File: src/rtl/spi_write_commit_pkg.sv
// Shared definitions for the SPI write-commit engine: opcodes, status-register
// bit positions and the FSM encoding.
package spi_write_commit_pkg;

  localparam logic [7:0] SPI_CMD_PP3   = 8'h02;
  localparam logic [7:0] SPI_CMD_ERASE = 8'h20;

  localparam int WEL = 0;
  localparam int WIP = 1;

  // Status-register bits cleared when a job commits.
  localparam logic [7:0] SR_CLEAR_MASK = ~(8'(1 << WEL) | 8'(1 << WIP));

  typedef enum logic [2:0] {
    ST_IDLE,
    ST_RD,
    ST_WAIT,
    ST_REQ,
    ST_DONE
  } state_t;

  typedef enum logic {
    JOB_PP3,
    JOB_ERASE
  } job_t;

endpackage

File: src/rtl/spi_write_commit.sv
// Commits logged SPI page-program and sector-erase commands into PSRAM,
// one byte per RD/WAIT/REQ pass, then clears WEL/WIP in the status register.
module spi_write_commit
  import spi_write_commit_pkg::*;
#(
  parameter int BUF_DEPTH   = 256,
  parameter int ERASE_BYTES = 4096
) (
  input  logic        clk,
  input  logic        reset,
  input  logic [7:0]  cmd_in,
  input  logic [31:0] addr_in,
  input  logic [11:0] len_in,
  input  logic        cmd_strobe,
  input  logic [7:0]  sr_in,
  output logic [7:0]  sr_out,
  output logic        sr_strobe,
  output logic [7:0]  buf_raddr,
  input  logic [7:0]  buf_rdata,
  output logic [23:0] mem_addr,
  output logic [7:0]  mem_data,
  output logic        mem_valid,
  input  logic        mem_ready,
  output logic        busy,
  output logic        cmd_drop
);

  localparam int MAX_BYTES = (BUF_DEPTH > ERASE_BYTES) ? BUF_DEPTH : ERASE_BYTES;
  localparam int CNT_W     = $clog2(MAX_BYTES + 1);
  localparam logic [23:0] ERASE_MASK = 24'(ERASE_BYTES - 1);

  state_t           state, state_nxt;
  job_t             job;
  logic [23:0]      start;
  logic [CNT_W-1:0] idx, count;

  logic             is_pp3, is_erase, accept, handshake, last_byte;
  logic [11:0]      pp3_bytes;
  logic [CNT_W-1:0] pp3_n, idx_inc;
  logic [23:0]      byte_addr;
  logic             unused_addr_bits;

  assign unused_addr_bits = ^addr_in[31:24];

  assign is_pp3    = (cmd_in == SPI_CMD_PP3);
  assign is_erase  = (cmd_in == SPI_CMD_ERASE);
  assign accept    = cmd_strobe && (is_pp3 || is_erase);
  assign handshake = mem_valid && mem_ready;
  assign idx_inc   = idx + CNT_W'(1);
  assign last_byte = (idx_inc == count);
  assign busy      = (state != ST_IDLE);

  // Program length excludes opcode + 3 address bytes, capped at the buffer size.
  assign pp3_bytes = len_in - 12'd4;
  assign pp3_n     = (len_in <= 12'd4)                        ? '0 :
                     (32'(pp3_bytes) > 32'(BUF_DEPTH))        ? CNT_W'(BUF_DEPTH) :
                                                                CNT_W'(pp3_bytes);

  // Page programs wrap inside the 256-byte page; erases walk linearly.
  assign byte_addr = (job == JOB_PP3) ? {start[23:8], start[7:0] + 8'(idx)}
                                      : start + 24'(idx);

  // NOTE: every signal assigned in always_comb gets a default first, so no
  // path through the case can leave it unassigned and infer a latch.
  always_comb begin
    state_nxt = state;
    case (state)
      ST_IDLE: begin
        if (accept) begin
          if (!sr_in[WEL] || (is_pp3 && pp3_n == '0)) state_nxt = ST_DONE;
          else                                        state_nxt = ST_RD;
        end
      end
      ST_RD:   state_nxt = ST_WAIT;
      ST_WAIT: state_nxt = ST_REQ;
      ST_REQ: begin
        if (handshake) state_nxt = last_byte ? ST_DONE : ST_RD;
      end
      ST_DONE: state_nxt = ST_IDLE;
      default: state_nxt = ST_IDLE;
    endcase
  end

  // NOTE: sequential state uses non-blocking assignments so every register
  // samples pre-edge values regardless of statement order.
  always_ff @(posedge clk or negedge reset) begin
    if (!reset) begin
      state     <= ST_IDLE;
      job       <= JOB_PP3;
      start     <= '0;
      idx       <= '0;
      count     <= '0;
      sr_out    <= '0;
      sr_strobe <= 1'b0;
      cmd_drop  <= 1'b0;
      buf_raddr <= '0;
      mem_addr  <= '0;
      mem_data  <= '0;
      mem_valid <= 1'b0;
    end else begin
      state     <= state_nxt;
      sr_strobe <= 1'b0;
      cmd_drop  <= cmd_strobe && busy;
      case (state)
        ST_IDLE: begin
          if (accept) begin
            job       <= is_erase ? JOB_ERASE : JOB_PP3;
            start     <= is_erase ? (addr_in[23:0] & ~ERASE_MASK) : addr_in[23:0];
            count     <= is_erase ? CNT_W'(ERASE_BYTES) : pp3_n;
            idx       <= '0;
            buf_raddr <= '0;
          end
        end
        ST_WAIT: begin
          mem_valid <= 1'b1;
          mem_addr  <= byte_addr;
          mem_data  <= (job == JOB_PP3) ? buf_rdata : 8'hFF;
        end
        ST_REQ: begin
          if (handshake) begin
            mem_valid <= 1'b0;
            idx       <= idx_inc;
            buf_raddr <= 8'(idx_inc);
          end
        end
        ST_DONE: begin
          sr_strobe <= 1'b1;
          sr_out    <= sr_in & SR_CLEAR_MASK;
        end
        default: ;
      endcase
    end
  end

endmodule

File: config.mk
export PLATFORM = sky130hd
export DESIGN_NAME = spi_write_commit
export DESIGN_NICKNAME = d
export VERILOG_FILES = /design/src/rtl/spi_write_commit_pkg.sv /design/src/rtl/spi_write_commit.sv
export SDC_FILE = /design/constraint.sdc
export NUM_CORES = 1
export LEC_CHECK = 0
export BUFFER_PORTS_ARGS = -buffer_cell sky130_fd_sc_hd__buf_4
export CAP_MARGIN = 20
export CORE_ASPECT_RATIO = 1.5
export CORE_MARGIN = 10
export CORE_UTILIZATION = 40
export CTS_CLUSTER_SIZE = 28
export DETAILED_ROUTE_END_ITERATION = 7
export PLACE_DENSITY_LB_ADDON = 0.25
export SLEW_MARGIN = 25
export SYNTH_ARGS = -nofsm -noshare
export SYNTH_HDL_FRONTEND = slang
export SYNTH_SLANG_ARGS = --single-unit
File: constraint.sdc
create_clock -name clk -period 2.6 [get_ports clk]
set_clock_uncertainty 0.2 [all_clocks]
set_input_delay 0.39 -clock clk [delete_from_list [all_inputs] [get_ports clk]]
set_output_delay 0.39 -clock clk [all_outputs]
set_load 0.01 [all_outputs]
### After elaboration in Yosys (flattened, before gate mapping)

Cells that the tools add are included.

| storage, ports and cells | value |
|---|---|
| bits of input ports | 72 |
| bits in writable memories | 0 |
| bits in latches | 0 |
| word-level logic and storage cells | 64 |
| memories | 0 |
| ROM bits | 0 |
| output and inout port bits | 52 |
| bits in registers | 103 |

| cells by class | value |
|---|---|
| reductions and logical operators | 16 |
| multiplexer cells | 21 |
| div/mod/pow operators | 0 |
| add/sub/neg operators | 4 |
| bitwise gates (word level) | 0 |
| eq/ne operators | 9 |
| $mul | 0 |
| magnitude comparators | 2 |
| shift operators | 0 |

Operators with widths:

| cell | number |
|---|---|
| $mux 13 | 3 |
| $mux 12 | 3 |
| $pmux 13 s2 | 1 |
| $add 24x13->24 | 1 |
| $mux 24 | 1 |
| $mux 8 | 3 |
| $pmux 8 s2 | 1 |
| $add 13x1->13 const B | 1 |
| $eq 13x13->1 | 1 |
| $logic_not 13->1 | 1 |
| $gt 12x9->1 const B | 1 |
| $le 12x3->1 const B | 1 |
| $mux 3 | 4 |
| $pmux 3 s4 | 1 |
| $sub 12x3->12 const B | 1 |
| $add 8x8->8 | 1 |
| $eq 8x2->1 const B | 1 |
| $eq 8x6->1 const B | 1 |
| $eq 3x2->1 const B | 2 |
| $reduce_and 2->1 | 3 |
| $logic_and 1x1->1 | 4 |
| $ne 2x2->1 const B | 2 |
| $reduce_bool 2->1 | 2 |
| $eq 3x1->1 const B | 1 |
| 8 further kinds | 11 |

### Logic depth before layout (Yosys ltp)

Gate-level depths: netlist (run 1).

| logic depth | value |
|---|---|
| depth after elaboration | 10 |
| gate-level depth with buffers | 10 |
| mapped depth without buffers | 9 |

### Least setup slack after synthesis (run 1)

Ideal clock, no wire load.

| path | value |
|---|---|
| kind | reg2reg |
| start | reg, netlist name buf_raddr[0] |
| end | reg mem_addr[12] |
| setup slack | -0.149 ns |
| period minus slack after synthesis | 2.749 ns |
| setup time | 0.065 ns |
| stages on the path, launching flop included | 10 |
| data arrival time | 2.483 ns |
| path buffers | 0 |
| cells stage by stage | dfrtp_1 -> ha_1 -> fa_1 -> a21o_1 -> a21o_1 -> a2111o_1 -> a21boi_0 -> o21ai_0 -> mux2_2 -> nand2_1 |

RTL lines:

| item | RTL line | RTL |
|---|---|---|
| end signal, assigned | spi_write_commit.sv:116 | `mem_addr <= byte_addr;` |
| end, declared | spi_write_commit.sv:20 | `output logic [23:0] mem_addr,` |

==> results.toml, run 1 <==
[pwr]
p_int_mw = 3.210
p_sw_share_pct = 32.48
power_density_nw_per_um2 = 669.0
total_leakage_power_nw = 3.415
power_frac_comb_pct = 33.3
seq_power_share_pct = 38.6
ir_drop_mv = 0.3153
power_switching_mw = 1.544
power.clock.fraction_pct = 28.1

[global_route]
grt_util_met3_pct = 4.301
grt_use_total_pct = 15.48
grt_pass1_wl_um = 23560
top_usage_layer = "met2"
use_met2_pct = 27.83
grt_pass1_vias = 5016
grt_start_max_net_pins = 43
gr-usage-met1_pct = 16.10
antenna_found_initial = 0
grt-ovfl-total = 0

[final_layout]
drive_above_1_share_pct = 31.47
fin_util_pct = 54.58
final_area_sq_um = 7106
diodes = 0
area_delta_synth_final_pct = 33.06
nets = 834
nFillCells = 1177

[status]
status = "finished with violations"
violations = "setup timing"

[run]
cap_violations = 0

[die]
die_y_um = 161.5
ios = 124
dieArea_sq_um = 18470
initial_core_util_pct = 41.02
rows = 51
die_w_um = 114.3
core_area_sq_um = 13020

[clocking]
cts_made_buffers = 9
cts.path.max_buffers = 2
clockRootBuffer = "clkbuf_16"
cts_tree = "built"
cts_sinks = 94
clk_pin_slew_worst_paths_ns = 0.07
htree_num_levels = 3
clock_latency_ns = 0.34

[worst_setup_path]
crit_fanout = 5
cp_cell_sequence = "ha_4 > fa_2 > a21o_1 > a21o_1 > a2111o_1 > a21oi_2 > buf_6 > nor3_1 > xnor2_1 > o21ai_1"
max_stage_delay_ns = 0.44
r2r_end = "mem_addr[18]"
path_class = "reg -> reg"
worstPathArrival_ns = 2.67
cp-start-kind = "flip-flop"
r2r_start = "buf_raddr[0]"
critical_path.endpoint_type = "flip-flop"
cp.required_ns = 2.63
cpMostUsedCell = "a21o_1"
reg2reg_slack_ns = -0.05
reg2regPathDepth = 10
slowest_stage = "dfrtp_2"

[timing]
max_freq_ghz = 0.3776
fin_crit_sh_pct = 101.9
relSlewSlack_pct = 36.14
worst_pin_slew_ns = 0.9578
worst_slack_ns = -0.04833
hold_ws_ns = 0.04321
fin_crit_ns = 2.648
rsz0062_at_grt = "yes"
setup_violations = 6
finalHoldViolations = 0
report.final.slew_viol_count = 0

[drt]
wire_per_inst_um = 15.74
num_vias = 4666
drt_wl_total_um = 14310
ant_nets = 0
drc_errors = 0
firstDrtPassIters = 4
first_iter_violations = 255
vias_per_cell = 5.133

[logic_synthesis]
synth_area_leaders = "dfrtp_1 (44%), nand2_1 (8.9%), xnor2_1 (5.6%)"
synth_seq_cells = 94
syn_area_sq_um = 5340
yosysUniqueCellTypes = 57
yosys-top-cells-count = "nand2_1 (127), dfrtp_1 (94), nor2_1 (44)"
synth_area_leader_cell = "dfrtp_1"
synthCells = 600
async_flop_share_pct = 100.0
synthFlopType = "dfrtp_1"
avgSynthCellArea_sq_um = 8.900
synth_top_area_share_pct = 44.05
synth-edff-count = 0
yosysMostFrequentCell = "nand2_1"
synth-seq-area-share_pct = 44.05
yosysWarningCount = 0

[hold_path]
hold_path_class = "in -> reg"
holdPathStages = 3
min_from = "addr_in[17]"
hold_end = "start[17]"

[placement]
placed_area_sq_um = 6580
dp_hpwl_um = 11250
gp_congestion = 0.8746
post-place-ws_ns = -0.1700
port_buffers = 112
==> stage by stage <==
stage                     TNS [ns]  std cells  total power [mW]
after floorplan           -0.01898        601             2.659
after global placement     -0.5156        882             3.347
after detailed placement   -0.6735        882             3.383
after CTS                  -0.2229        908             4.767
after global routing       -0.8511        909             5.042
final                      -0.1972        909             4.754
==> repair_timing <==
action	in CTS	in global routing
hold endpoints to repair	35	0
setup buffers	9	1
resized for setup	17	23
pin swaps	11	10
setup endpoints to repair	14	17
hold buffers	1	0
==> final cells by class <==
cell class	count	area (sq um)	area share, %
clock buffers	11	242.7	3.416
well taps	159	198.9	2.800
clock inverters	5	58.81	0.8276
flip-flops and latches	94	2356	33.16
inverters	8	30.03	0.4226
multi-input cells	461	2918	41.06
repair buffers	171	1301	18.31
==> how the worst max path moves through the flow <==
stage,from,endpoint,slack [ns],cells past startpoint
5_1_grt,buf_raddr[0],mem_addr[14],-0.15,10
6_report,buf_raddr[0],mem_addr[18],-0.05,10
3_5_place_dp,buf_raddr[1],state[0],-0.17,8
2_1_floorplan,buf_raddr[1],state[0],-0.01,8
3_3_place_gp,buf_raddr[1],state[0],-0.11,8
4_1_cts,buf_raddr[0],mem_addr[18],-0.04,10
==> critical path: cells and delay by family, from the launching register on <==
kind / cells / cell delay, ns
xor+xnor: 1 / 0.15
flops: 1 / 0.44
buf+inv: 1 / 0.15
simple gates: 1 / 0.06
compound gates: 5 / 1.03
fa+ha+maj: 2 / 0.51
==> placed cells by master, fill, tap and decap left out, types with 6 or more instances in the layout <==
cell,Yosys,final
o31ai_1,7,7
nand2_1,127,127
xor2_1,13,13
buf_4,11,166
inv_1,8,8
and2_1,9,8
ha_1,16,13
clkbuf_16,0,9
a21oi_1,20,17
a21o_1,7,7
nor3_1,17,15
and3_1,7,6
nor2b_1,11,10
xnor2_1,34,34
o21ai_0,43,32
o21ai_1,2,11
or3_1,6,6
o21ai_2,8,10
mux2_2,7,7
mux2i_1,6,6
dfrtp_1,94,91
nor2_1,44,44
nand3_1,24,23
==> cells by family after synthesis <==
kind of cell	synth area share, %
and+or+nand+nor	24.30
buffers and inverters	4.077
other	0.07022
AOI/OAI and AO/OA	13.07
DFF	44.05
xor gates and xnor gates	7.709
muxes	2.601
adders and majority gates	4.124
==> sequential cells by signal, indices dropped and copies added (netlist names) <==
register   flops
mem_data       8
sr_out         6
job            1
idx            6
mem_addr      24
count         12
mem_valid      1
buf_raddr      7
cmd_drop       1
start         24
sr_strobe      1
state          3
==> layer usage <==
layer	vias to the layer above	wire length (um)
li1	2331	-
met1	2181	5339
met4	0	379
met2	127	7654
met3	27	932
met5	-	0
==> power groups by stage <==
stage	Clock, mW	Sequential (mW)	Combinational [mW]
finish	1.33	1.84	1.58
global route	1.41	1.87	1.76
CTS	1.36	1.84	1.57
detailed placement	0	1.86	1.52
global placement	0	1.84	1.50
floorplan	0	1.94	0.722
Note: power is estimated with default switching activity, not from simulation.
==> run 2: changes to the inputs <==
MAX_ROUTING_LAYER = met4   (was not set)
PLACE_DENSITY_LB_ADDON = not set   (was 0.25)
==> run 2 against run 1 <==
Against the previous run:
- the flow still finishes with violations (setup timing)
- worst setup slack got worse by 0.0015 ns
- sequential share of layout area rose by 0.12 points
- combinational power barely moved
- fmax barely moved
- utilization fell by 0.23 points
- clock-buffer cell count fell by 1
- final cell count fell by 0.88%
- global-route usage rose by 0.69 points
- non-clock buffer count fell by 8
- via count fell by 0.26%
- critical path type unchanged
==> results.toml, run 2 (synthesis results as in run 1) <==
[timing]
fin_crit_sh_pct = 101.9
max_freq_ghz = 0.3774
worst_pin_slew_ns = 0.8356
relSlewSlack_pct = 44.30
rsz0062_at_grt = "yes"
final.setup.tns_ns = -0.1356
hold_ws_ns = 0.03632
report.final.slew_viol_count = 0
finalHoldViolations = 0
setup_violations = 6
worst_slack_ns = -0.04987
fin_crit_ns = 2.650

[worst_setup_path]
cp-start-kind = "flip-flop"
critical_path.endpoint_type = "flip-flop"
cp.required_ns = 2.62
crit_fanout = 3
path_class = "reg -> reg"
worstPathArrival_ns = 2.67

[final_layout]
drive_above_1_share_pct = 30.86
area_delta_synth_final_pct = 32.50
final_cell_mix = "buf_4 (161), nand2_1 (127), dfrtp_1 (92), nor2_1 (44), o21ai_0 (34)"
final_common_cell = "buf_4"
largestRegisters = "mem_addr x24, start x24, count x12"
nets = 826
diodes = 0
nFillCells = 1191

[die]
rows = 51
die_y_um = 161.5
ios = 124
die_w_um = 114.3
initial_core_util_pct = 41.02
core_area_sq_um = 13020
dieArea_sq_um = 18470

[pwr]
total_power_mw = 4.864
power_density_nw_per_um2 = 687.4
ir_drop_mv = 0.3012
total_leakage_power_nw = 3.413

[global_route]
use_met2_pct = 29.21
grt_pass1_vias = 4947
grt_pass1_wl_um = 23770
grt_use_total_pct = 16.17
gr-usage-met1_pct = 16.97
top_usage_layer = "met2"
grt-ovfl-total = 0
grt_util_met3_pct = 3.522
antenna_found_initial = 0
grt_start_max_net_pins = 54

[clocking]
clk_pin_slew_worst_paths_ns = 0.07
cts_tree = "built"
cts_made_buffers = 9
clock_latency_ns = 0.35
cts_sinks = 94
htree_num_levels = 3
clockRootBuffer = "clkbuf_16"
cts.path.max_buffers = 2

[placement]
post-place-ws_ns = -0.1428
port_buffers = 112
gp_congestion = 0.8788
dp_hpwl_um = 11280

[status]
status = "finished with violations"
violations = "setup timing"

[drt]
firstDrtPassIters = 4
wire_per_inst_um = 16.15
drt_wl_total_um = 14550
num_vias = 4654
vias_per_cell = 5.165
ant_nets = 0
drc_errors = 0
first_iter_violations = 187

[hold_path]
hold_path_class = "in -> reg"

[run]
cap_violations = 0
==> run 2: cell types whose count changed in the layout (fill, tap and decap cells not counted), moves of 2 or more <==
| cell | delta |
|---|---|
| buf_4 | -5 |
| buf_6 | -3 |
| ha_1 | -2 |
| inv_6 | +2 |
| o21ai_0 | +2 |
==> run 2: layer usage <==
metal | vias to the layer above | wire length [um]
li1 | 2309 | -
met1 | 2240 | 5792
met2 | 90 | 7980
met3 | 15 | 561
met4 | 0 | 212
met5 | - | 0
==> run 2: worst max-delay path, stage by stage (launching register included) <==
cell	delay [ns]
dfrtp_2	0.43
buf_4	0.14
ha_2	0.20
buf_4	0.15
xnor2_2	0.13
xnor2_1	0.16
a21oi_1	0.13
nand4_1	0.10
a2111o_1	0.42
or3_1	0.33
o2bb2ai_1	0.13
==> run 2: path summary, 6_finish.rpt <==
kind                            cells past startpoint          end  slack (ns)    startpoint
worst max-delay path                               10     state[0]       -0.05  buf_raddr[0]
worst min-delay path                                3    start[21]        0.04   addr_in[21]
worst max register to register                     10     state[0]       -0.05  buf_raddr[0]
worst min register to register                      2     start[2]        0.27      start[2]
max in group asynchronous                           3  mem_addr[7]        1.05         reset
min in group asynchronous                           2     count[9]        0.43         reset
==> run 2: where the power goes <==
| group | internal [mW] | total [mW] | switching, mW |
|---|---|---|---|
| sequential | 1.68 | 1.83 | 0.150 |
| combinational | 0.732 | 1.56 | 0.833 |
| clock | 0.876 | 1.46 | 0.589 |
| total | 3.29 | 4.86 | 1.57 |
==> run 2: area by class of cell <==
type	instances	area (sq um)	share of cell area (%)
clock buffers	10	239.0	3.378
clock inverters	6	92.59	1.309
inverters	8	30.03	0.4244
multi-input cells	461	2930	41.41
flip-flops and latches	94	2355	33.28
well taps	159	198.9	2.812
repair buffers	163	1230	17.38
==> run 2: timing repair <==
action                                 in CTS  in global routing
setup endpoints to repair                  14                 14
endpoints found under the hold margin      50                  0
buffers inserted                            1                  0
gates resized for setup                    24                 11
pin swaps                                   9                  5
hold buffers                                1                  0
==> run 2: through the flow <==
| step | util (%) | cell area (sq um) | std cells |
|---|---|---|---|
| finish | 54.35 | 7076 | 901 |
| global route | 54.35 | 7076 | 901 |
| CTS | 53.90 | 7017 | 901 |
| detailed placement | 50.61 | 6588 | 883 |
| global placement | 50.61 | 6588 | 883 |
| floorplan | - | 5368 | 601 |
==> run 3: changes to the inputs <==
CTS_BUF_LIST = sky130_fd_sc_hd__clkbuf_4   (was not set)
==> run 3 against run 2 <==
Against the previous run:
- the flow still finishes with violations (setup timing)
- wire length up 3.7%
- final cell count up 5.2%
- sequential power about the same
- die area unchanged
- critical endpoint unchanged
- clock-buffer cell count down 1
- largest power group unchanged
- combinational power up 4%
- clock power down 37%
- worst setup slack worse by 0.0056 ns
- first-iteration DRC count up 12%
==> results.toml, run 3 (synthesis results as in run 1) <==
[timing]
max_freq_ghz = 0.3766
rsz0062_at_grt = "yes"
worst_slack_ns = -0.05548
final.setup.tns_ns = -0.1523
fin_crit_ns = 2.655
relSlewSlack_pct = 44.39
worst_pin_slew_ns = 0.8341
hold_ws_ns = 0.04011
finalHoldViolations = 0
fin_crit_sh_pct = 102.1
setup_violations = 6
report.final.slew_viol_count = 0

[worst_setup_path]
critical_path.endpoint_type = "flip-flop"
cp.required_ns = 2.75
cp-start-kind = "flip-flop"
crit_fanout = 7
path_class = "reg -> reg"
worstPathArrival_ns = 2.80

[drt]
firstDrtPassIters = 4
ant_nets = 0
drc_errors = 0
wire_per_inst_um = 15.91
first_iter_violations = 210
num_vias = 4820
drt_wl_total_um = 15080
vias_per_cell = 5.084

[global_route]
grt_use_total_pct = 16.79
antenna_found_initial = 4
grt_pass1_vias = 5153
grt_pass1_wl_um = 24700
grt-ovfl-total = 0
grt_start_max_net_pins = 54

[clocking]
htree_num_levels = 3
cts_tree = "built"
cts.path.max_buffers = 2
clock_latency_ns = 0.47
cts_sinks = 94
cts_made_buffers = 9
clockRootBuffer = "clkbuf_4"
clk_pin_slew_worst_paths_ns = 0.14

[die]
die_y_um = 161.5
die_w_um = 114.3
rows = 51
initial_core_util_pct = 41.02
dieArea_sq_um = 18470
core_area_sq_um = 13020
ios = 124

[hold_path]
hold_path_class = "in -> reg"

[final_layout]
stdcell_count = 948
drive_above_1_share_pct = 29.17
largestRegisters = "mem_addr x24, start x24, count x12"
fin_util_pct = 56.51
final_common_cell = "buf_4"
nets = 869
area_delta_synth_final_pct = 37.75
nFillCells = 1174
final_cell_mix = "buf_4 (162), nand2_1 (127), dfrtp_1 (92), nor2_1 (44), dlygate4sd3_1 (43)"

[placement]
gp_congestion = 0.8788
port_buffers = 112
dp_hpwl_um = 11280
placedCellCount = 883

[pwr]
total_leakage_power_nw = 3.522
ir_drop_mv = 0.3182
power_density_nw_per_um2 = 596.3
total_power_mw = 4.387

[run]
cap_violations = 0

[status]
violations = "setup timing"
status = "finished with violations"
==> run 3: worst paths after layout <==
check	startpoint	to	slack (ns)	depth (start not counted)
worst max-delay path	buf_raddr[0]	state[0]	-0.06	9
worst min-delay path	len_in[4]	count[4]	0.04	3
worst max register to register	buf_raddr[0]	state[0]	-0.06	9
worst min register to register	state[2]	state[1]	0.29	1
max in group asynchronous	reset	mem_addr[7]	1.19	3
min in group asynchronous	reset	count[9]	0.29	2
==> run 3: per-layer routing <==
layer  share of wire (%)  vias to the layer above  GRT usage (%)
met4                 2.3                        0          6.629
met1                  39                     2291          17.49
li1                    -                     2397              -
met5                   0                        -              -
met2                  55                      108          30.32
met3                 3.9                       24          2.929
==> run 3: final cells by class <==
class	count	area, sq um	share of cell area (%)
Multi-Input combinational cell	461	2940	39.97
Sequential cell	94	2355	32.01
Timing Repair Buffer	206	1658	22.54
Tap cell	159	198.9	2.705
Clock inverter	7	96.34	1.310
Clock buffer	9	67.56	0.9185
Inverter	8	30.03	0.4082
Antenna cell	4	10.01	0.1361
==> run 3: report_power, final <==
group	switching (mW)	internal (mW)
combinational	0.846	0.786
clock	0.525	0.393
sequential	0.154	1.68
total	1.53	2.86
==> run 3: critical path, cell delays in order, from the launching register on <==
cell and delay, ns:
dfrtp_2 0.45, buf_4 0.15, buf_4 0.16, and3_4 0.20
nand4_1 0.12, xor2_1 0.19, nor2_1 0.06, or4_4 0.54
or3_1 0.36, o2bb2ai_1 0.12
==> run 3: stage by stage <==
stage	area, sq um	setup WS, ns
floorplan	5368	-0.009921
global placement	6588	-0.1054
detailed placement	6588	-0.1428
CTS	7271	-0.05410
global route	7356	-0.1202
finish	7356	-0.05548
==> run 3: what timing repair did <==
| item | in CTS | in global routing |
|---|---|---|
| pin swaps | 9 | 11 |
| hold endpoints to repair | 92 | 0 |
| buffers inserted | 1 | 1 |
| endpoints found under the setup margin | 14 | 14 |
| resized for setup | 24 | 12 |
| hold buffers | 43 | 0 |
